--- config.mk ---
export PLATFORM = sky130hd
export DESIGN_NAME = quadrature_debounce_flat
export DESIGN_NICKNAME = d
export VERILOG_FILES = /design/src/rtl/quadrature_debounce_if.sv /design/src/rtl/quadrature_debounce.sv /design/src/flat_wrapper.sv
export SDC_FILE = /design/constraint.sdc
export NUM_CORES = 1
export LEC_CHECK = 0
export ABC_AREA = 1
export CAP_MARGIN = 30
export CORE_MARGIN = 2
export CORE_UTILIZATION = 57
export DETAILED_ROUTE_END_ITERATION = 8
export GPL_ROUTABILITY_DRIVEN = 0
export PLACE_DENSITY = 0.82
export SLEW_MARGIN = 20
export SYNTH_ARGS = -nofsm -noshare
export SYNTH_HDL_FRONTEND = slang
export SYNTH_SLANG_ARGS = --single-unit
--- constraint.sdc ---
create_clock -name clk -period 5.2 [get_ports clk]
set_input_delay 1.3 -clock clk [delete_from_list [all_inputs] [get_ports clk]]
set_output_delay 1.3 -clock clk [all_outputs]
set_load 0.01 [all_outputs]
--- src/rtl/quadrature_debounce_if.sv ---
// Signal bundle between an encoder pin pair, its conditioner and the decoder.
// The slave side is the conditioner; the master side drives pins and consumes results.
interface quadrature_debounce_if;
   logic       a_raw;
   logic       b_raw;
   logic       err_clr;
   logic       a_out;
   logic       b_out;
   logic       chg;
   logic       err;
   logic [7:0] glitch_cnt;

   modport master (
      output a_raw, b_raw, err_clr,
      input  a_out, b_out, chg, err, glitch_cnt
   );

   modport slave (
      input  a_raw, b_raw, err_clr,
      output a_out, b_out, chg, err, glitch_cnt
   );
endinterface

--- src/rtl/quadrature_debounce.sv ---
// Synchronises and debounces one A/B encoder pin pair. It also flags same-edge A/B
// acceptance as a phase error and keeps a saturating count of rejected glitches.
module quadrature_debounce #(
   parameter int SYNC_STAGES     = 2,
   parameter int DEBOUNCE_CYCLES = 16
) (
   input  logic                  clk,
   input  logic                  reset_n,
   quadrature_debounce_if.slave  bus
);

   localparam int               CNT_W    = $clog2(DEBOUNCE_CYCLES + 1);
   localparam logic [CNT_W-1:0] CNT_LAST = CNT_W'(DEBOUNCE_CYCLES);

   function automatic logic [7:0] sat_add8(input logic [7:0] v, input logic [1:0] inc);
      logic [8:0] s;
      s = {1'b0, v} + {7'b0, inc};
      return s[8] ? 8'hFF : s[7:0];
   endfunction

   logic [SYNC_STAGES-1:0]  a_sync_q, a_sync_d;
   logic [SYNC_STAGES-1:0]  b_sync_q, b_sync_d;
   // Channel index 0 is A, index 1 is B.
   logic [1:0]              out_q, out_d;
   logic [1:0][CNT_W-1:0]   cnt_q, cnt_d;
   logic                    chg_q, chg_d;
   logic                    err_q, err_d;
   logic [7:0]              glitch_cnt_q, glitch_cnt_d;

   logic [1:0]              x_sync;
   logic [1:0]              accept;
   logic [1:0]              glitch;

   always_comb begin
      a_sync_d = {a_sync_q[SYNC_STAGES-2:0], bus.a_raw};
      b_sync_d = {b_sync_q[SYNC_STAGES-2:0], bus.b_raw};
      x_sync   = {b_sync_q[SYNC_STAGES-1], a_sync_q[SYNC_STAGES-1]};

      out_d  = out_q;
      cnt_d  = cnt_q;
      accept = '0;
      glitch = '0;
      for (int ch = 0; ch < 2; ch++) begin
         if (x_sync[ch] == out_q[ch]) begin
            // A nonzero count here means a candidate level was abandoned.
            glitch[ch] = (cnt_q[ch] != '0);
            cnt_d[ch]  = '0;
         end else if (cnt_q[ch] + CNT_W'(1) == CNT_LAST) begin
            accept[ch] = 1'b1;
            out_d[ch]  = x_sync[ch];
            cnt_d[ch]  = '0;
         end else begin
            cnt_d[ch]  = cnt_q[ch] + CNT_W'(1);
         end
      end

      chg_d = |accept;
      // A new phase error outranks a simultaneous clear request.
      if (&accept) begin
         err_d = 1'b1;
      end else if (bus.err_clr) begin
         err_d = 1'b0;
      end else begin
         err_d = err_q;
      end

      glitch_cnt_d = sat_add8(glitch_cnt_q, {1'b0, glitch[0]} + {1'b0, glitch[1]});
   end

   always_ff @(posedge clk or negedge reset_n) begin
      if (!reset_n) begin
         a_sync_q     <= '0;
         b_sync_q     <= '0;
         out_q        <= '0;
         cnt_q        <= '0;
         chg_q        <= 1'b0;
         err_q        <= 1'b0;
         glitch_cnt_q <= '0;
      end else begin
         a_sync_q     <= a_sync_d;
         b_sync_q     <= b_sync_d;
         out_q        <= out_d;
         cnt_q        <= cnt_d;
         chg_q        <= chg_d;
         err_q        <= err_d;
         glitch_cnt_q <= glitch_cnt_d;
      end
   end

   assign bus.a_out      = out_q[0];
   assign bus.b_out      = out_q[1];
   assign bus.chg        = chg_q;
   assign bus.err        = err_q;
   assign bus.glitch_cnt = glitch_cnt_q;

endmodule

--- src/flat_wrapper.sv ---
// flat-port wrapper written by rule: the top's interface ports become plain ports
module quadrature_debounce_flat 
#(
   parameter int SYNC_STAGES     = 2,
   parameter int DEBOUNCE_CYCLES = 16
)
  (clk, reset_n, bus_a_raw, bus_b_raw, bus_err_clr, bus_a_out, bus_b_out, bus_chg, bus_err, bus_glitch_cnt);
  quadrature_debounce_if bus_i ();
  input  logic clk;
  input  logic reset_n;
  input wire logic [$bits(bus_i.a_raw)-1:0] bus_a_raw;
  input wire logic [$bits(bus_i.b_raw)-1:0] bus_b_raw;
  input wire logic [$bits(bus_i.err_clr)-1:0] bus_err_clr;
  output wire logic [$bits(bus_i.a_out)-1:0] bus_a_out;
  output wire logic [$bits(bus_i.b_out)-1:0] bus_b_out;
  output wire logic [$bits(bus_i.chg)-1:0] bus_chg;
  output wire logic [$bits(bus_i.err)-1:0] bus_err;
  output wire logic [$bits(bus_i.glitch_cnt)-1:0] bus_glitch_cnt;
  assign bus_i.a_raw = bus_a_raw;
  assign bus_i.b_raw = bus_b_raw;
  assign bus_i.err_clr = bus_err_clr;
  assign bus_a_out = bus_i.a_out;
  assign bus_b_out = bus_i.b_out;
  assign bus_chg = bus_i.chg;
  assign bus_err = bus_i.err;
  assign bus_glitch_cnt = bus_i.glitch_cnt;
  quadrature_debounce #(.SYNC_STAGES(SYNC_STAGES), .DEBOUNCE_CYCLES(DEBOUNCE_CYCLES)) u_core (.clk(clk), .reset_n(reset_n), .bus(bus_i));
endmodule
# Word level (Yosys, flattened, before mapping)
# Index checks and enable logic that the tools add are counted.
word_totals:
  reg_bits: 26
  in_bits: 5
  output_inout_bits: 12
  wordCells: 39
op_classes:
  n_addsub: 4
  eq_ne: 4
  muxes: 13
  bitwise: 2
  n_reduce_logical: 7
ops:
  columns: ["cell", "n"]
  rows:
  - ["2-to-1 mux 5 bit", 4]
  - ["adder 5 x 1 -> 5 bit (second input constant)", 2]
  - ["equality test 5 bit (second input constant)", 2]
  - ["nonzero test 5 bit", 2]
  - ["adder 8 x 2 -> 9 bit", 1]
  - ["2-to-1 mux 1 bit", 8]
  - ["2-to-1 mux 8 bit", 1]
  - ["AND reduction 2 bit", 3]
  - ["adder 1 x 1 -> 2 bit", 1]
  - ["equality test 1 bit", 2]
  - ["inverter 1 bit", 2]
  - ["nonzero test 2 bit", 1]
  - ["OR reduction 2 bit", 1]

# Depth between registers and ports, before layout
logic_depth:
  word_depth: 6
  depth_mapped: 13
  ltp_nobuf: 13

# Worst setup path before layout
# Ideal clock, no wire load.
synth_timing:
  path_type: "reg-to-reg"
  from: "register u_core.out_q[0]"
  to: "register u_core.glitch_cnt_q[7], in the netlist u_core.bus.glitch_cnt[7]"
  setup_ns: 0.069
  arrival_time_ns: 1.874
  required_ns: 5.131
  setup_slack_ns: 3.257
  stages_incl_launch_ff: 13
  n_path_buf: 0
  period_less_slack_ns: 1.943
  cell_sequence: "dfrtp_1 nand2_1 nand2_1 inv_1 o31ai_1 fa_1 inv_1 ha_1 nand2_2 nor2_2 and3_4 nand2_4 nand3_1"
synth_between:
  elab_chain_cells: 5
synth_lines:
  columns: ["element", "line_no", "rtl"]
  rows:
  - ["start, declared", "quadrature_debounce.sv:24", "logic [1:0] out_q, out_d;"]
  - ["start signal, assigned", "quadrature_debounce.sv:82", "out_q <= out_d;"]
  - ["equality test 1 bit", "quadrature_debounce.sv:44", "if (x_sync[ch] == out_q[ch]) begin"]
  - ["2-to-1 mux 1 bit", "quadrature_debounce.sv:44", null]
  - ["adder 1 x 1 -> 2 bit", "quadrature_debounce.sv:67", "glitch_cnt_d = sat_add8(glitch_cnt_q, {1'b0, glitch[0]} + {1'b0, glitch[1]});"]
  - ["adder 8 x 2 -> 9 bit", "quadrature_debounce.sv:17", "s = {1'b0, v} + {7'b0, inc};"]
  - ["2-to-1 mux 8 bit", "quadrature_debounce.sv:18", "return s[8] ? 8'hFF : s[7:0];"]
  - ["named net u_core.glitch_cnt_d[7]", "quadrature_debounce.sv:28", "logic [7:0] glitch_cnt_q, glitch_cnt_d;"]
  - ["end signal, assigned", "quadrature_debounce.sv:86", "glitch_cnt_q <= glitch_cnt_d;"]
  - ["end, declared", "quadrature_debounce.sv:28", null]
# The timed path passes the listed nets, and every way through them passes these cells.
# A chain may end at the register's enable or synchronous reset.

# Worst setup path in the final report
layout_timing:
  from: "register u_core.glitch_cnt_q[7], in the netlist u_core.bus.glitch_cnt[7]"
  to: "output bus_glitch_cnt[7]"
layout_lines:
  columns: ["element", "line_no", "rtl"]
  rows:
  - ["end, declared", "flat_wrapper.sv:18", "output wire logic [$bits(bus_i.glitch_cnt)-1:0] bus_glitch_cnt;"]
# No word-level cell between the ends.

==> run metrics <==
Final Cell Area=1520 um2; root buffer cell=clkbuf_4; synth-to-layout area growth=17.5%; crit-path cells=clkdlybuf4s50_1; vias in the first global route=1000; PwrDens=333 nW/um2; Distinct cells, synth=23; HPWL Detailed=1.70 mm; post-synthesis instance total=149; arrival time at the worst endpoint=1.36 ns; WP buf/inv=1; LEAKAGE=0.765 nW; Die Wd=51.6 um; Slowest cell on crit path=clkdlybuf4s50_1; core area=2170 um2; Placed Cells incl. Taps=193; VDD IR max=0.282 mV; routed length per instance=11.4 um; total CTS buffers=3; post-synth top area share=50.3%; die extent in y=51.6 um; router iterations before antenna repair=4; dpl ws=2.92 ns; Clock Sinks=26; skew final=0.00131 ns; die area=2660 um2; CP Max Fanout=4; gr usage total=20.7%; vias per inst=5.14; DP Area=1480 um2; nature of the critical path endpoint=output port; Ys Warns=0; final core occ=70.0%; Final min period=2.66 ns; global-route wire length before repair=4.10 mm; ANT cells=0; Startpoint Class=register; # setup viols final=0; post-CTS sizing=0; Slew @ Worst Pin=0.552 ns; Post-DRT Antenna Nets=0; clock-pin slew on the worst setup and hold paths=0.13 ns; highest-count cells in the layout ignoring fill and taps=nand2_1, inv_1, dfrtp_1; worst setup path category=reg2out; max-slew violations=0; setup_tns=0 ns; depth of the CTS H-tree=1; Final period util=51.2%; status=finished clean; post-CTS setup repair buffer count=0; FF+latch count, synth=26; clk_lat worst skew=0.32 ns; CTS tree=yes; initial antenna violation count=0; via count=1012; largest net degree at the start of global routing=27; fin cells=197; NumNets Final=181; Detailed Route Iter0 Violations=21; f_max=376 MHz; Post-Syn Nets=160; Crit path required time=3.90 ns; CP top delay family=buffers and inverters; Hold Crit Class=reg2reg; commonest non-fill, non-tap cell in the layout=nand2_1; FP Rows=17; slowest cell delay on critical path=0.57 ns; Hold Fails Final Rpt=0; relative slew slack=63.2%; Mean Syn Cell Area=8.67 um2; gr ovfl total=0; # hold bufs at CTS=0; PnR worst setup slack=2.54 ns; Area contributors post-synth=dfrtp_1, nand2_1, inv_1, nand3_1, ha_1; Fill cells=187; register area share after synthesis=50.3%; DRC=0; drt total wl=2.25 mm; Max clock buf depth=2; Initial Util=59.6%; IO Port Bufs=16; # IOs=17; post-synth top area cell=dfrtp_1; RSZ-0062 raised after global routing=false; Netlist Area Pre-Place=1290 um2; layout cells sized above 1=12.4%; Max-Cap Viols=0
## synthesized netlist by cell type (all sizes together)
library cell	number
or2	1
ha	5
dfrtp	26
o31ai	2
nor2	16
nand4	4
and2	2
and3	1
nor3	2
nand2	35
fa	1
nand3	16
inv	30
o21ai	5
a21oi	3
## kinds of logic after synthesis
| logic type | synth area share [%] |
|---|---|
| buf+inv | 8.71 |
| simple gates | 29.7 |
| flops | 50.3 |
| compound gates | 4.84 |
| fa+ha+maj | 6.39 |
## report_power, final
group / internal (mW) / switching (mW) / leakage [nW]
sequential: 0.232 / 0.0311 / 0.338
clock: 0.0428 / 0.0584 / 0.0210
combinational: 0.0722 / 0.0694 / 0.406
## cell type report
| type | count | area [um2] | area share (%) |
|---|---|---|---|
| multi-input combinational | 93 | 529 | 34.8 |
| clock buffer | 4 | 36.3 | 2.39 |
| tap | 28 | 35.0 | 2.31 |
| timing repair buffer | 16 | 155 | 10.2 |
| inverter | 30 | 113 | 7.41 |
| sequential | 26 | 651 | 42.8 |
## through the flow
step,hold WS [ns],total power [mW]
6_report,0.370,0.506
5_1_grt,0.381,0.539
4_1_cts,0.375,0.511
3_5_place_dp,0.341,0.406
3_3_place_gp,0.338,0.403
2_1_floorplan,0.331,0.336
## flip-flops by register name, summed over array words and instances (netlist names)
signal                 flops
u_core.b_sync_q            2
u_core.a_sync_q            2
u_core.bus.err             1
u_core.out_q               2
u_core.bus.glitch_cnt      8
u_core.bus.chg             1
u_core.cnt_q              10
## worst paths after layout
kind / to / depth (start not counted) / slack (ns) / startpoint
max in group asynchronous: u_core.bus.glitch_cnt[6]$_DFF_PN0_ / 1 / 3.89 / reset_n
min in group asynchronous: u_core.out_q[1]$_DFFE_PN0P_ / 1 / 0.94 / reset_n
max: bus_glitch_cnt[7] / 1 / 2.54 / u_core.bus.glitch_cnt[7]$_DFF_PN0_
min: u_core.b_sync_q[1]$_DFF_PN0_ / 0 / 0.37 / u_core.b_sync_q[0]$_DFF_PN0_
max reg2reg: u_core.bus.glitch_cnt[5]$_DFF_PN0_ / 13 / 3.00 / u_core.out_q[0]$_DFFE_PN0P_
min reg2reg: u_core.b_sync_q[1]$_DFF_PN0_ / 0 / 0.37 / u_core.b_sync_q[0]$_DFF_PN0_
## layer usage
metal | wire, um | share of wire, % | global-route usage (%) | vias up
met2 | 1070 | 47 | 32.3 | 31
met3 | 104 | 4.6 | 3.16 | 6
met5 | 0 | 0 | 0 | -
li1 | - | - | - | 503
met1 | 1030 | 46 | 26.8 | 472
met4 | 52 | 2.3 | 14.0 | 0
Note: power is estimated with default switching activity, not from simulation.
